$ cat src/rtl/mk_fifo_ctrl.sv
// Pointer, occupancy and ready bookkeeping for mk_fifo.
// Storage lives in the parent; this block only decides when and where entries move.
module mk_fifo_ctrl #(
  parameter int DEPTH = 2,
  parameter int CW    = $clog2(DEPTH) + 1
) (
  input  logic                     clk,
  input  logic                     rst_n,
  input  logic                     enq_en,
  input  logic                     deq_en,
  input  logic                     clear,
  output logic                     enq_rdy,
  output logic                     deq_rdy,
  output logic                     enq_fire,
  output logic [$clog2(DEPTH)-1:0] head,
  output logic [$clog2(DEPTH)-1:0] tail,
  output logic [CW-1:0]            count
);

  localparam int PW = $clog2(DEPTH);

  logic deq_fire;

  // Readies come only from registered count, so there is no enable-to-ready path.
  assign enq_rdy  = (count != CW'(DEPTH));
  assign deq_rdy  = (count != '0);
  assign enq_fire = enq_en & enq_rdy;
  assign deq_fire = deq_en & deq_rdy;

  always_ff @(posedge clk) begin
    if (!rst_n || clear) begin
      head  <= '0;
      tail  <= '0;
      count <= '0;
    end else begin
      if (enq_fire) tail <= tail + PW'(1);
      if (deq_fire) head <= head + PW'(1);
      case ({enq_fire, deq_fire})
        2'b10:   count <= count + CW'(1);
        2'b01:   count <= count - CW'(1);
        default: count <= count;
      endcase
    end
  end

endmodule

$ cat src/rtl/mk_fifo.sv
// Small register-based FIFO: unreset per-entry storage indexed by head/tail pointers.
// Reads are combinational from the head entry; no bypass in either direction.
module mk_fifo #(
  parameter int WIDTH = 1,
  parameter int DEPTH = 2,
  parameter int CW    = $clog2(DEPTH) + 1
) (
  input  logic             clk,
  input  logic             rst_n,
  input  logic [WIDTH-1:0] enq_data,
  input  logic             enq_en,
  output logic             enq_rdy,
  input  logic             deq_en,
  output logic             deq_rdy,
  output logic [WIDTH-1:0] deq_data,
  input  logic             clear,
  output logic [CW-1:0]    count
);

  localparam int PW = $clog2(DEPTH);

  logic             enq_fire;
  logic [PW-1:0]    head;
  logic [PW-1:0]    tail;
  logic [WIDTH-1:0] mem [DEPTH];

  mk_fifo_ctrl #(
    .DEPTH (DEPTH),
    .CW    (CW)
  ) u_ctrl (
    .clk      (clk),
    .rst_n    (rst_n),
    .enq_en   (enq_en),
    .deq_en   (deq_en),
    .clear    (clear),
    .enq_rdy  (enq_rdy),
    .deq_rdy  (deq_rdy),
    .enq_fire (enq_fire),
    .head     (head),
    .tail     (tail),
    .count    (count)
  );

  // Storage is deliberately left out of reset; only the tail-selected entry is written.
  always_ff @(posedge clk) begin
    for (int i = 0; i < DEPTH; i++) begin
      if (enq_fire && (tail == PW'(i))) mem[i] <= enq_data;
    end
  end

  assign deq_data = mem[head];

endmodule
$ cat config.mk
export PLATFORM = sky130hd
export DESIGN_NAME = mk_fifo
export DESIGN_NICKNAME = d
export VERILOG_FILES = /design/src/rtl/mk_fifo_ctrl.sv /design/src/rtl/mk_fifo.sv
export SDC_FILE = /design/constraint.sdc
export NUM_CORES = 1
export LEC_CHECK = 0
export CORE_AREA = 4 4 41 43
export DETAILED_ROUTE_END_ITERATION = 10
export DIE_AREA = 0 0 45 47
export GPL_ROUTABILITY_DRIVEN = 0
export GPL_TIMING_DRIVEN = 0
export PLACE_DENSITY = 0.54
export SYNTH_ARGS = -nofsm -noshare
export SYNTH_HDL_FRONTEND = slang
export SYNTH_SLANG_ARGS = --single-unit
$ cat constraint.sdc
create_clock -name clk -period 1.6 [get_ports clk]
set_clock_uncertainty 0.05 [all_clocks]
set_input_delay 0.16 -clock clk [delete_from_list [all_inputs] [get_ports clk]]
set_output_delay 0.16 -clock clk [all_outputs]
set_load 0.01 [all_outputs]
# Word-level counts from Yosys, hierarchy flattened
# Memories as Yosys holds them, arrays and structs flattened. A register that Yosys moved wholly into a read port is not among the register bits.
# Cells that the tools add are included.
dict set report totals {
  ff_bits 4
  ramBits 2
  mem_count 1
  inputBits 6
  wordCells 31
  out_inout_bits 5
}
dict set report classes {
  reduce_logical 7
  muxes 10
  n_eq_ne 3
  bitwise 3
  add_sub_neg 4
}
# name depth width rd rd_ports_with_merged_regs wr line_no
set memory_table {}
lappend memory_table {mem 2 1 1 1 1 mk_fifo.sv:25} ;# logic [WIDTH-1:0] mem [DEPTH];
# cell count
set ops {}
lappend ops {{two-way mux 1 bit} 9}
lappend ops {{case mux 2 bit (2 select lines)} 1}
lappend ops {{nonzero test 2 bit} 2}
lappend ops {{adder 1 bit (second input constant)} 2}
lappend ops {{adder 2 x 1 -> 2 bit (second input constant)} 1}
lappend ops {{bitwise AND 1 bit} 2}
lappend ops {{equality test 2 x 1 -> 1 bit (second input constant)} 1}
lappend ops {{equality test 2 bit (second input constant)} 1}
lappend ops {{logical AND 1 bit} 2}
lappend ops {{!= test 2 bit (second input constant)} 1}
lappend ops {{subtractor 2 x 1 -> 2 bit (second input constant)} 1}
lappend ops {{logical NOT 1 bit} 1}
lappend ops {{logical OR 1 bit} 1}
lappend ops {{inverter 1 bit} 1}
lappend ops {{OR reduction 1 bit} 1}

# Depth between registers and ports, before layout
dict set report depth {
  ltp_word 7
  ltp_mapped 6
  mapped_depth_nobuf 6
}

# Cells and area by module
# From an unflattened synthesis, not the netlist that was laid out.
dict set report unflattened {
  hier_cells 29
  area_unflattened_um2 289.0
}
# mod cells_each seq_area_each_um2 n_inst area_each_um2
set modules_own_cells {}
lappend modules_own_cells {mk_fifo_ctrl 24 80.1 1 201.4}
lappend modules_own_cells {mk_fifo 5 60.1 1 87.6}

# Worst setup path before layout
# No wires, ideal clock.
dict set report synth_timing {
  path_kind {reg2reg}
  from {reg u_ctrl.count[0]}
  to {reg u_ctrl.count[1]}
  path_buffers 0
  path_stages_with_launch 6
  setup_time_ns 0.070
  required_ns 1.480
  arrival_ns 1.524
  path_slack_ns -0.044
  period_less_slack_ns 1.644
  path_cell_list {dfxtp_1 -> nand2b_1 -> nand2_1 -> ha_1 -> or3_1 -> a21oi_1}
}
dict set report synth_between {
  elab_chain_cells 4
  elab_cells_between_ends 10
  classes_between {add/sub: 2; eq/ne: 3; mux: 1; bitwise: 2; reduce/logical: 2}
}
# element line_no
set synth_rtl {}
lappend synth_rtl {{start, declared} mk_fifo_ctrl.sv:17} ;# output logic [CW-1:0] count
lappend synth_rtl {{start signal, assigned} mk_fifo_ctrl.sv:39} ;# 2'b10: count <= count + CW'(1);
lappend synth_rtl {{start signal, assigned} mk_fifo_ctrl.sv:40} ;# 2'b01: count <= count - CW'(1);
lappend synth_rtl {{start signal, assigned} mk_fifo_ctrl.sv:41} ;# default: count <= count;
lappend synth_rtl {{!= test 2 bit *} mk_fifo_ctrl.sv:25} ;# assign enq_rdy = (count != CW'(DEPTH));
lappend synth_rtl {{net enq_rdy} mk_fifo.sv:12} ;# output logic enq_rdy,
lappend synth_rtl {{bitwise AND 1 bit *} mk_fifo_ctrl.sv:27} ;# assign enq_fire = enq_en & enq_rdy;
lappend synth_rtl {{equality test 2 x 1 -> 1 bit / equality test 2 bit (equally long branches)} mk_fifo_ctrl.sv:38} ;# case ({enq_fire, deq_fire})
lappend synth_rtl {{case mux 2 bit (2 select lines) / nonzero test 2 bit (equally long branches)} --}
# The timed path passes the listed nets; every way through them passes the cells marked *.
# A chain may end at the register's enable or synchronous reset.

# Worst setup path after layout
dict set report layout_timing {
  from {reg u_ctrl.count[0]}
  to {out enq_rdy}
}
dict set report layout_between {
  elab_chain_cells 1
}
# element line_no
set layout_rtl {}
lappend layout_rtl {{!= test 2 bit} mk_fifo_ctrl.sv:25}
lappend layout_rtl {{end, declared} mk_fifo.sv:12}
# No other way between the ends.

==> impl_metrics.tcl <==
set metrics [dict create \
    path_clk_slew_ps 50 \
    rrSetupSlack_ps 110 \
    cts_resized 2 \
    nets 50 \
    synthCells 28 \
    rsz0062_at_grt "false" \
    antenna_left 0 \
    first_iter_violations 1 \
    reg2regPathDepth 6 \
    cts_max_level 1 \
    yosysTopAreaCellShare 0.3333 \
    instances_no_fill 57 \
    clock.fmax_mhz 658.4 \
    fp-row-count 13 \
    status "completed" \
    ys_ff_latch 7 \
    hp-start "u_ctrl.head$_SDFFE_PP0P_" \
    cts_buffer_depth 2 \
    switching_share 0.2264 \
    fin_hold_ws_ps 463.2 \
    diodes 0 \
    power_frac_comb 0.158 \
    insertion_delay_ps 250 \
    placed_cell_area_um2 421.7 \
    yosys_warnings 0 \
    ys_seq_area_frac 0.5333 \
    worst_path_largest_cell_delay_ps 540 \
    gr-total-overflow 0 \
    crit_chain "nand2b_4, clkdlybuf4s50_1" \
    seqPwrFrac 0.465 \
    period_needed_ps 1519 \
    antenna_found_initial 0 \
    port_buffers 10 \
    placed_cells 53 \
    die_x_um 45 \
    syn-cell-area_um2 300.3 \
    setup_viol 0 \
    internal-power_mw 0.3263 \
    start_util 0.2308 \
    core_area_um2 1301 \
    holdBufCountCts 0 \
    numCtsBuffers 3 \
    hpwl_um 495.4 \
    period_share 0.9493 \
    hold_violations 0 \
    slew_headroom 0.8717 \
    powerDensity_nw_per_um2 894.2 \
    drc 0 \
    first_global_vias 281 \
    cpMaxStageDelayCell "clkdlybuf4s50_1" \
    synthToLayoutAreaGrowth_pct 57.08 \
    critical_path_class "reg -> out" \
    crit_required_ps 1390 \
    cts_tree "yes" \
    die-area_um2 2115 \
    syn-num-nets 35 \
    synth_area_leader_cell "dfxtp_1" \
    wirelength_um 630 \
    maxCapViolCount 0 \
    layout_common_cells "clkdlybuf4s50_1, nor2_1, dfxtp_1, clkbuf_4" \
    cp-end-kind "primary output" \
    ir_drop_mv 0.4718 \
    design_area_um2 471.7 \
    hp-class "reg -> reg" \
    dr.pass1.iters 2 \
    drive_gt1_frac 0.2381 \
    yosys-top-cells-area "dfxtp_1, edfxtp_1, xnor2_1" \
    final_common_cell "clkdlybuf4s50_1" \
    cts_setup_buffers 0 \
    reg2reg_to "u_ctrl.count[1]$_SDFFE_PP0P_" \
    drv_slew 0 \
    holdPathEnd "u_ctrl.head$_SDFFE_PP0P_" \
    grt_max_degree 7 \
    num_io_pins 11 \
    viasPerCell 4.368 \
    vias 249 \
    cp-start-kind "register" \
    die_y_um 47 \
    arrival_ps 1310 \
    synth.avg_cell_area_um2 10.72 \
    worst_slew_pin_slew_ps 191.1 \
    wl_per_cell_um 11.05 \
    yosysUniqueCellTypes 18 \
    crit_fanout 6 \
    p_clk_frac 0.377 \
    holdPathStages 2 \
    power_leakage_nw 0.1889 \
    grt_pass1_wl_um 1090 \
    clock-sinks 7 \
    grt_usage 0.07686 \
    root_buffer "clkbuf_4" \
    r2r-start "u_ctrl.count[0]$_SDFFE_PP0P_" \
    p_switching_mw 0.09552 \
]
==> layer usage <==
layer  share of wire  track usage
met1            0.37      0.06881
met2            0.54       0.1299
met3           0.089      0.05747
met4               0      0.03509
met5               0            0
==> synth_stat cells <==
master    number
ha_1           1
o21ai_0        1
nor2_1         3
xnor2_1        2
nand3b_1       1
a21bo_2        1
or3_1          1
edfxtp_1       2
or2_2          1
mux2_2         1
o21a_1         1
nand2b_1       2
nand2_1        1
dfxtp_1        5
a21oi_1        2
inv_1          1
and3_1         1
xor2_1         1
==> power groups by stage <==
| stage | clock network, mW | registers (mW) | logic [mW] |
|---|---|---|---|
| after floorplan | 0 | 0.200 | 0.0309 |
| after global placement | 0 | 0.199 | 0.0627 |
| after detailed placement | 0 | 0.200 | 0.0645 |
| after CTS | 0.167 | 0.196 | 0.0633 |
| after global routing | 0.179 | 0.197 | 0.0736 |
| final | 0.159 | 0.196 | 0.0665 |
==> logic make-up after synthesis <==
kind of cell	count (synthesis)	synth area share
flip-flops	7	0.5334
adder cells (fa/ha/maj)	1	0.04166
multiplexers	1	0.03750
buffers and inverters	1	0.01249
XOR/XNOR	3	0.08752
AO/OA/AOI/OAI	5	0.1083
AND/OR/NAND/NOR	10	0.1792
==> layout make-up <==
type / count / area [um^2]
fill: 158 / 829.5
multi-input combinational: 20 / 156.4
timing repair buffer: 10 / 101.3
sequential: 7 / 165.2
inverter: 1 / 3.754
tap: 15 / 18.77
clock buffer: 4 / 26.28
==> worst max-delay path by stage <==
stage,start,end,slack (ps)
CTS,register,deq_data,7
floorplan,u_ctrl.count[0]$_SDFFE_PP0P_,u_ctrl.count[1]$_SDFFE_PP0P_,3
finish,u_ctrl.count[0]$_SDFFE_PP0P_,enq_rdy,80
detailed placement,enq_en,u_ctrl.count[1]$_SDFFE_PP0P_,-100
global placement,enq_en,u_ctrl.count[1]$_SDFFE_PP0P_,-50
global route,u_ctrl.count[0]$_SDFFE_PP0P_,enq_rdy,20
==> metrics by stage <==
step	util	TNS (ps)	total power, mW	setup WS [ps]
3_3_place_gp	0.3240	-53.32	0.2618	-53.32
2_1_floorplan	-	0	0.2307	3.275
4_1_cts	0.3442	0	0.4270	7.093
3_5_place_dp	0.3240	-98.71	0.2642	-98.71
6_report	0.3625	0	0.4218	81.15
5_1_grt	0.3625	0	0.4501	20.91
==> worst max-delay path: cells and delay by family, from the launching register on <==
kind	cells	cell delay [ps]
buf+inv	1	540
flops	1	370
simple gates	1	150
(Power assumes the default switching activity.)
